===== config.mk =====
export PLATFORM = sky130hd
export DESIGN_NAME = serial_subtractor
export DESIGN_NICKNAME = d
export VERILOG_FILES = /design/src/rtl/serial_subtractor.sv
export SDC_FILE = /design/constraint.sdc
export NUM_CORES = 1
export LEC_CHECK = 0
export ABC_AREA = 1
export CORE_ASPECT_RATIO = 0.75
export CORE_MARGIN = 4
export CORE_UTILIZATION = 47
export DETAILED_ROUTE_END_ITERATION = 6
export PLACE_DENSITY_LB_ADDON = 0.1
export REMOVE_ABC_BUFFERS = 1
export SYNTH_ARGS = -nofsm -noshare
export SYNTH_HDL_FRONTEND = slang
export SYNTH_SLANG_ARGS = --single-unit

===== constraint.sdc =====
create_clock -name clk -period 1.1 [get_ports clk]
set_input_delay 0.275 -clock clk [delete_from_list [all_inputs] [get_ports clk]]
set_output_delay 0.275 -clock clk [all_outputs]
set_load 0.01 [all_outputs]

===== src/rtl/serial_subtractor.sv =====
`default_nettype none
// ============================================================================
// Module      : serial_subtractor
// Description : Bit-serial two's-complement subtractor (a - b), LSB first,
//               with start/busy/done handshake.
// Revision    : 1.0 - initial release
// ============================================================================
module serial_subtractor #(
    parameter int WIDTH = 8
) (
    input  logic             clk,
    input  logic             rst_n,
    input  logic             start,
    input  logic [WIDTH-1:0] a,
    input  logic [WIDTH-1:0] b,
    output logic             busy,
    output logic             done,
    output logic [WIDTH-1:0] diff,
    output logic             borrow_out
);

    localparam int c_CNT_W = (WIDTH > 1) ? $clog2(WIDTH) : 1;
    localparam logic [c_CNT_W-1:0] c_LAST = c_CNT_W'(WIDTH - 1);

    localparam logic [1:0] c_IDLE = 2'd0;
    localparam logic [1:0] c_RUN  = 2'd1;
    localparam logic [1:0] c_DONE = 2'd2;

    logic [1:0]         r_state;
    logic [WIDTH-1:0]   r_sa;
    logic [WIDTH-1:0]   r_sb;
    logic [WIDTH-1:0]   r_sr;
    logic               r_br;
    logic [c_CNT_W-1:0] r_cnt;

    logic               w_d;
    logic               w_br_nxt;
    logic [WIDTH-1:0]   w_sr_nxt;

    // Single full-subtractor cell on the current LSBs
    assign w_d      = r_sa[0] ^ r_sb[0] ^ r_br;
    assign w_br_nxt = (~r_sa[0] & r_sb[0]) | (~(r_sa[0] ^ r_sb[0]) & r_br);
    assign w_sr_nxt = {w_d, r_sr[WIDTH-1:1]};

    assign busy = (r_state != c_IDLE);

    always_ff @(posedge clk or negedge rst_n) begin
        if (!rst_n) begin
            r_state    <= c_IDLE;
            r_sa       <= '0;
            r_sb       <= '0;
            r_sr       <= '0;
            r_br       <= 1'b0;
            r_cnt      <= '0;
            done       <= 1'b0;
            diff       <= '0;
            borrow_out <= 1'b0;
        end else begin
            case (r_state)
                c_IDLE: begin
                    if (start) begin
                        r_sa    <= a;
                        r_sb    <= b;
                        r_sr    <= '0;
                        r_br    <= 1'b0;
                        r_cnt   <= '0;
                        r_state <= c_RUN;
                    end
                end
                c_RUN: begin
                    r_br  <= w_br_nxt;
                    r_sr  <= w_sr_nxt;
                    r_sa  <= {1'b0, r_sa[WIDTH-1:1]};
                    r_sb  <= {1'b0, r_sb[WIDTH-1:1]};
                    r_cnt <= r_cnt + 1'b1;
                    // Publish the result with the bit computed on this same edge
                    if (r_cnt == c_LAST) begin
                        diff       <= w_sr_nxt;
                        borrow_out <= w_br_nxt;
                        done       <= 1'b1;
                        r_state    <= c_DONE;
                    end
                end
                c_DONE: begin
                    done    <= 1'b0;
                    r_state <= c_IDLE;
                end
                default: begin
                    done    <= 1'b0;
                    r_state <= c_IDLE;
                end
            endcase
        end
    end

endmodule
`default_nettype wire


* Yosys cells after proc, flatten, opt, wreduce, memory -nomap -nowiden
Index checks and enable logic that the tools add are counted.
** Operators by class
- Add/subtract/negate cells :: 1
- $mul :: 0
- Div/mod/pow operators :: 0
- $lt $le $gt $ge :: 0
- Eq/ne operators :: 4
- Shifts and indexed selects :: 0
- Muxes and demuxes :: 15
- Bitwise gates (word level) :: 8
- Reductions and logical operators :: 7
** Operators with widths (number)
- $pmux 8 s2 :: 3
- $mux 8 :: 3
- $reduce_and 2->1 :: 4
- $pmux 3 s2 :: 1
- $mux 2 :: 2
- $ne 2x2->1 const B :: 2
- $pmux 1 s2 :: 2
- $pmux 2 s2 :: 1
- $reduce_bool 2->1 :: 2
- $add 3x1->3 const B :: 1
- $eq 3x3->1 const B :: 1
- $mux 3 :: 1
- $not 1->1 :: 3
- $and 1x1->1 :: 2
- $eq 2x1->1 const B :: 1
- $logic_not 2->1 :: 1
- $mux 1 :: 2
- $xor 1x1->1 :: 2
- $or 1x1->1 :: 1
** Word-level totals
- Bits in registers :: 40
- Latch bits :: 0
- Memory bits (writable) :: 0
- Memory bits (read-only) :: 0
- Output and inout port bits :: 11
- Logic and storage cells :: 44
- Memories kept :: 0

* Logic depth before layout (Yosys ltp)
Gate-level depths: netlist of run 1.
- Word-level depth :: 5
- Depth in mapped cells :: 8
- Gate-level depth less buffers :: 6

* Worst setup path after synthesis of run 1
No wires, ideal clock.
- Path type :: flip-flop to flip-flop
- From :: reg r_cnt[0]
- To :: reg done
- Arrival :: 1.114 ns
- Data required time :: 0.979 ns
- Slack :: -0.135 ns
- Stages on the path, launching flop included :: 6
- Clock period less this slack :: 1.235 ns
- Cells stage by stage :: dfrtp_1 ha_1 ha_1 nand3_4 buf_6 nand2_1
** Between the ends
- Longest elaborated chain between the ends :: 3
** Ends and longest elaborated chain
- from (decl) :: line 34 : logic [c_CNT_W-1:0] r_cnt;
- from (signal assigned) :: line 75 : r_cnt <= r_cnt + 1'b1;
- $eq 3x3->1 :: line 77 : if (r_cnt == c_LAST) begin
- $ne 2x2->1 (no line)
- $reduce_and 2->1 (no line)
- to (signal assigned) :: line 80 : done <= 1'b1;
- to (signal assigned) :: line 85 : done <= 1'b0;
- to (signal assigned) :: line 89 : done <= 1'b0;
- to (decl) :: line 17 : output logic done,
Every way passes these cells.
A chain may end at the register's enable or synchronous reset.

* Worst setup path after layout of run 1
- From :: reg r_state[0]
- To :: reg r_sa[2]
** Between the ends
- Longest elaborated chain between the ends :: 3
- Elaborated cells on any way between the ends :: 6
- Classes of those cells :: eq/ne: 2; mux: 1; reduce/logical: 3
** Ends and longest elaborated chain
- from (decl) :: line 29 : logic [1:0] r_state;
- from (signal assigned) :: line 49 : r_state <= c_IDLE;
- from (signal assigned) :: line 67 : r_state <= c_RUN;
- from (signal assigned) :: line 81 : r_state <= c_DONE;
- $eq 2x1->1 or $logic_not 2->1 (tied branches) :: line 59 : case (r_state)
- $reduce_bool 2->1 (no line) or $ne 2x2->1 (tied branches)
- $reduce_and 2->1 (no line)
- to (signal assigned) :: line 73 : r_sa <= {1'b0, r_sa[WIDTH-1:1]};
- to (decl) :: line 30 : logic [WIDTH-1:0] r_sa;
Parallel ways exist; a longest one is shown, timed or not.

==> impl_results.md, run 1 <==
* Status: finished, violations left
* Failing checks: negative setup slack
* Worst skew pair latency at 0.29 ns
* Final net count at 283
* Sequential fraction of the synthesis area at 53.9%
* Gr usage total at 17.4%
* Fin. max-slew vios at 0
* Antenna-violating nets left at 0
* Avg Vias per Cell at 4.79
* Multi-input logic area at 776 µm²
* Final Cell Area at 0.00256 mm²
* WP data arrival at 1.45 ns
* Library cells used by synthesis at 16
* Clock transition at path regs at 0.07 ns
* Chip width at 79.7 µm
* RSZ-0062 raised after global routing: yes
* Netlist Area Pre-Place at 0.00181 mm²
* CP Launch Type: register
* Worst slew margin at 85.7%
* Req. time, crit path at 1.28 ns
* Leak pwr at 1.30 nW
* Max Cap Viol at 0
* Worst path most repeated cell: nand2_1
* Worst Setup EP: r_sa[2]$_DFFE_PN0P_
* Critical R2R Capture: r_sa[2]$_DFFE_PN0P_
* Post-layout minimum cycle time at 1.27 ns
* Reg2reg setup slack at -0.17 ns
* Die footprint at 0.00492 mm²
* Critical path class: register to register
* CTS tree: built
* Critical Path Start: r_state[0]$_DFFE_PN0P_
* Dpl cell area at 0.00224 mm²
* Main combinational cell family by area after synthesis: simple AND/OR/NAND/NOR gates
* Switching Fraction at 36.4%
* Tcrit/Tclk final at 116%
* Per-cell routed wire length at 12.6 µm
* Multiplexer share of the synthesized area at 0%
* Starting Density at 49.1%
* Crit path largest cell delay at 0.41 ns
* Maximum vdd drop at 1.71 mV
* Clock group share of total power at 19.3%
* Final setup margin at -0.172 ns
* Grt total ovfl at 0
* Net Switching at 2.63 mW
* Int Pwr at 4.59 mW
* Number of diodes at 0
* Post-synthesis xor/xnor area fraction at 0%
* Filler Cell Count at 295
* Root Buffer Master: clkbuf_8
* Drt pass-1 iters at 4
* CP endpoint kind: register
* Cell Pwr Density at 2820 mW/mm²
* Seq. cell area at 976 µm²
* # DRC at 0
* Final wirelength at 3950 µm
* First-pass GRT wire length at 6510 µm
* Initial antenna violation count at 0
* Fmax at 786 MHz
* DP Wirelength at 2410 µm
* Seq cells post-synth at 39
* Vias at 1504
* Hold Violations, Final at 0
* Mapped Cells at 206
* Clock Sinks at 39
* I/O Buffers at 29
* Post-synthesis compound-gate area fraction at 7.53%
* Hold WS at 0.477 ns
* Crit path cell chain: buf_6, o21ai_4, buf_12, clkinv_2, nand2_1, nand2_1
* R2r startpoint: r_state[0]$_DFFE_PN0P_
* R2R depth at 6
* RD Place Congestion at 0.761
* Io pins at 30
* Logic pwr share at 46.9%
* Area Growth Syn to Fin at 41.5%
* Layout Utilization at 69.5%
* Synth Area in Simple Gates at 27.7%
* Hold Crit Class: input pin to async pin
* Tightest Pin Transition at 0.215 ns
* CTS buffer count at 5
* Critical Path Fanout Max at 19
* H-tree depth at 2
* Worst clock skew at 0.00683 ns
* Avg Cell Area, Syn at 8.79 µm²
* Power Total at 7.23 mW
* Post-synthesis adder-cell area fraction at 2.49%
* Largest net degree at the start of global routing at 40
* Die Span Y at 61.8 µm
* Number of global-route vias before repair at 1388
* Share of cells above drive strength 1 at 29.0%
* Core ar. at 0.00368 mm²
* CP max stage cell: dfrtp_1
* Warnings, synthesis at 0
* Setup-failing EPs final at 41
* DR iter-0 viols at 146
* Std cell rows at 19
* Sequential fraction of design power at 33.7%
* CTS Buffer Depth at 2
cell type report:
cell class | instances | share of cell area (%)
tap | 52 | 2.54
timing repair buffer | 57 | 21.3
multi-input combinational | 144 | 30.3
timing repair inverter | 1 | 0.195
sequential | 39 | 38.1
clock inverter | 2 | 2.34
inverter | 13 | 2.39
clock buffer | 6 | 2.83
registers in the layout (all words and copies together) (netlist names):
signal,count
borrow_out,1
r_state,2
r_sb,8
r_sa,8
done,1
r_sr,7
diff,8
r_cnt,3
r_br,1
worst max-delay path: cells and delay by family, from the launching register on:
kind | cells | cell delay, ns
AND/OR/NAND/NOR | 2 | 0.14
AO/OA/AOI/OAI | 1 | 0.18
flip-flops | 1 | 0.41
buffers and inverters | 3 | 0.44
per-layer routing:
layer	wire length [µm]	part of all wire, %	vias to the layer above	track usage, %
li1	-	-	752	-
met1	1920	48	717	22.3
met2	1820	46	28	28.5
met3	152	3.8	7	4.90
met4	58	1.5	0	7.35
met5	0	0	-	0
Yosys cell counts:
cell type  instances  area share (%)
buf_6              8             5.0
inv_4              1            0.35
dfrtp_1           39              54
o21ai_4            1            0.90
o21ai_2            8             3.9
inv_2              1            0.21
nand2_4            1            0.62
buf_2              2            0.55
nand3_1           18             5.0
inv_1             11             2.3
nand2_1          101              21
o21ai_1           10             2.8
fa_1               1             1.1
nor2_1             1            0.21
ha_1               2             1.4
nand3_4            1            0.97
how the worst min path moves through the flow:
stage,depth (start not counted),endpoint,from
global placement,2,diff[2]$_DFFE_PN0P_,rst_n
finish,3,diff[1]$_DFFE_PN0P_,rst_n
detailed placement,2,diff[1]$_DFFE_PN0P_,rst_n
global route,3,r_sr[1]$_DFFE_PN0P_,rst_n
floorplan,0,borrow_out$_DFFE_PN0P_,rst_n
CTS,3,diff[4]$_DFFE_PN0P_,rst_n
cell families (layout without fill, tap and decap cells):
family          after synthesis  count (layout)
fa+ha+maj                     3               3
buf+inv                      23              79
compound gates               19              19
simple gates                122             122
flops                        39              39
placed cells by master, fill, tap and decap left out, drive strengths merged:
cell type	synthesis	routed
o21ai	19	19
nand2	102	102
bufinv	0	2
dlygate4sd3	0	1
nand3	19	19
buf	10	38
clkinv	0	2
fa	1	1
ha	2	2
nor2	1	1
clkbuf	0	7
inv	13	12
dfrtp	39	39
clkdlybuf4s50	0	17
timing repair:
| action | CTS | global route |
|---|---|---|
| gates cloned | 0 | 2 |
| pin swaps | 7 | 5 |
| resized for setup | 62 | 17 |
| hold endpoints to repair | 39 | 0 |
| setup endpoints to repair | 50 | 49 |
| setup buffers | 3 | 6 |
| hold buffers | 1 | 0 |
through the flow:
| stage | setup TNS, ns | setup WS (ns) | std cells |
|---|---|---|---|
| 6_report | -4.98 | -0.172 | 314 |
| 5_1_grt | -7.34 | -0.228 | 314 |
| 4_1_cts | -3.58 | -0.177 | 306 |
| 3_5_place_dp | -9.20 | -0.307 | 294 |
| 3_3_place_gp | -8.21 | -0.244 | 294 |
| 2_1_floorplan | -11.38 | -0.394 | 196 |
power by group through the flow:
stage,Clock [mW],Sequential (mW),Combinational [mW]
2_1_floorplan,0,2.52,1.47
3_3_place_gp,0,2.39,2.80
3_5_place_dp,0,2.41,2.89
4_1_cts,1.43,2.42,2.96
5_1_grt,1.49,2.51,3.77
6_report,1.40,2.44,3.39
No activity file was read; power rests on OpenSTA's default activity.
==> inputs of run 2 (changes only) <==
ABC_AREA = default   (was 1)
CORE_MARGIN = default   (was 4)
CORE_UTILIZATION = 46   (was 47)
GPL_TIMING_DRIVEN = 1   (was default)
==> impl_results.md, run 2 <==
* Clock Sinks at 39
* Grt total ovfl at 0
* Final net count at 239
* Warnings, synthesis at 0
* Dpl cell area at 0.00220 mm²
* Status: finished, violations left
* Yosys top cell by area: dfrtp_1
* Leak pwr at 1.33 nW
* Cell Pwr Density at 2830 mW/mm²
* H-tree depth at 2
* Die Span Y at 54.8 µm
* Post-Layout Cell Count at 268
* Maximum vdd drop at 2.32 mV
* Hold Violations, Final at 0
* CP Launch Type: register
* WP data arrival at 1.12 ns
* Top cell type's share of synthesized area at 57.1%
* CTS tree: built
* Post-layout minimum cycle time at 1.40 ns
* Final wirelength at 5530 µm
* CTS Buffer Depth at 2
* Root Buffer Master: clkbuf_8
* DP Wirelength at 2410 µm
* Drt pass-1 iters at 4
* RD Place Congestion at 0.702
* Library cells used by synthesis at 27
* Most frequent cells in the layout: 39 x dfrtp_1, 28 x buf_4, 18 x o22ai_2
* Per-cell routed wire length at 20.6 µm
* Failing checks: negative setup slack
* Sequential fraction of the synthesis area at 57.1%
* Tightest Pin Transition at 0.287 ns
* Dpl cells at 234
* Hold Crit Class: input pin to async pin
* Vias at 1521
* Worst slew margin at 80.8%
* Netlist Area Pre-Place at 0.00171 mm²
* I/O Buffers at 29
* Antenna-violating nets left at 0
* Final setup margin at -0.295 ns
* Max Cap Viol at 0
* Io pins at 30
* Avg Cell Area, Syn at 12.0 µm²
* Post-synth EDFFs at 0
* Final Cell Area at 0.00290 mm²
* DR iter-0 viols at 77
* Largest net degree at the start of global routing at 40
* Worst skew pair latency at 0.30 ns
* Req. time, crit path at 0.82 ns
* Avg Vias per Cell at 5.68
* Setup-failing EPs final at 42
* # DRC at 0
* Worst clock skew at 0.00503 ns
* Commonest non-fill, non-tap cell in the layout: dfrtp_1
* Chip width at 72.4 µm
* CTS buffer count at 5
* Core ar. at 0.00342 mm²
* Mapped Cells at 142
* Initial antenna violation count at 0
* Final setup TNS at -6.35 ns
* Top Registers: diff: 8 flops, r_sa: 8 flops, r_sb: 8 flops
* Number of global-route vias before repair at 1471
* Synth cell count leaders: 39 x dfrtp_1, 26 x o22ai_1, 15 x a21oi_1, 9 x a22o_1
* Seq cells post-synth at 39
* Gr usage total at 25.8%
* CP endpoint kind: output port
* First-pass GRT wire length at 7250 µm
* Critical path class: register to output port
* Share of cells above drive strength 1 at 59.6%
* Std cell rows at 18
* Most common cell in the netlist: dfrtp_1
* Critical Path Fanout Max at 2
* Fmax at 717 MHz
* Ys async rst share at 100%
* Starting Density at 50.0%
* Number of diodes at 0
* Fin. max-slew vios at 0
* Power Total at 8.20 mW
* Top cells by area, synth: dfrtp_1 57%, o22ai_1 9.5%, mux2_4 6.1%
* Hold WS at 0.466 ns
* Clock transition at path regs at 0.08 ns
* RSZ-0062 raised after global routing: yes
* Tcrit/Tclk final at 127%
* Synth Flop Type: dfrtp_1
* Die footprint at 0.00397 mm²
* Area Growth Syn to Fin at 69.3%
run 2: cells by family after synthesis:
| group | Yosys count | share of synthesized area, % |
|---|---|---|
| buffers and inverters | 18 | 6.07 |
| multiplexers | 9 | 7.39 |
| AND/OR/NAND/NOR | 14 | 5.34 |
| flip-flops | 39 | 57.1 |
| AO/OA/AOI/OAI | 59 | 21.5 |
| adder cells (fa/ha/maj) | 3 | 2.63 |
run 2: final timing paths:
check,start,endpoint,slack [ns],depth (start not counted)
max,r_state[0]$_DFFE_PN0P_,busy,-0.30,2
min,rst_n,r_br$_DFFE_PN0P_,0.47,3
max reg2reg,r_cnt[0]$_DFFE_PN0P_,r_state[0]$_DFFE_PN0P_,-0.29,6
min reg2reg,r_sr[1]$_DFFE_PN0P_,diff[0]$_DFFE_PN0P_,0.54,1
max in group asynchronous,rst_n,done$_DFFE_PN0P_,0.43,3
min in group clk,a[7],r_sa[7]$_DFFE_PN0P_,0.52,3
run 2: repair_timing:
action                                 in CTS  in global routing
cloned                                      5                  1
setup endpoints to repair                  50                 50
pin swaps                                  31                 17
endpoints found under the hold margin      39                  0
gates resized for setup                    98                 45
hold buffers                                1                  0
setup buffers                              14                  6
run 2: cell type report:
| cell class | count | area [µm²] |
|---|---|---|
| flip-flops and latches | 39 | 976 |
| clock inverters | 3 | 43.8 |
| well taps | 50 | 62.6 |
| repair buffers | 77 | 729 |
| multi-input cells | 87 | 981 |
| clock buffers | 5 | 68.8 |
| inverters | 7 | 33.8 |
| fillers | 162 | 528 |
run 2: worst max-delay path, cell delays in order (launching register included):
cell     delay, ns
dfrtp_1       0.42
or2_4         0.28
buf_6         0.12
run 2: per-stage QoR:
step           setup slack [ns]  util, %
2_1_floorplan            -0.320        -
3_3_place_gp             -0.346     64.2
3_5_place_dp             -0.404     64.2
4_1_cts                  -0.251     77.4
5_1_grt                  -0.318     84.6
6_report                 -0.295     84.6
run 2: power by group:
group          leakage (nW)  internal, mW  total, mW  switching [mW]
combinational         0.790          2.43       4.27            1.84
sequential            0.481          2.07       2.71           0.639
clock                0.0581         0.675       1.22           0.541
total                  1.33          5.18       8.20            3.02
run 2: per-layer routing:
layer,vias up,routed length [µm],track usage [%]
met3,11,352,6.08
met1,770,2260,33.6
met2,62,2790,40.7
met4,0,130,14.4
li1,678,-,-
met5,-,0,0
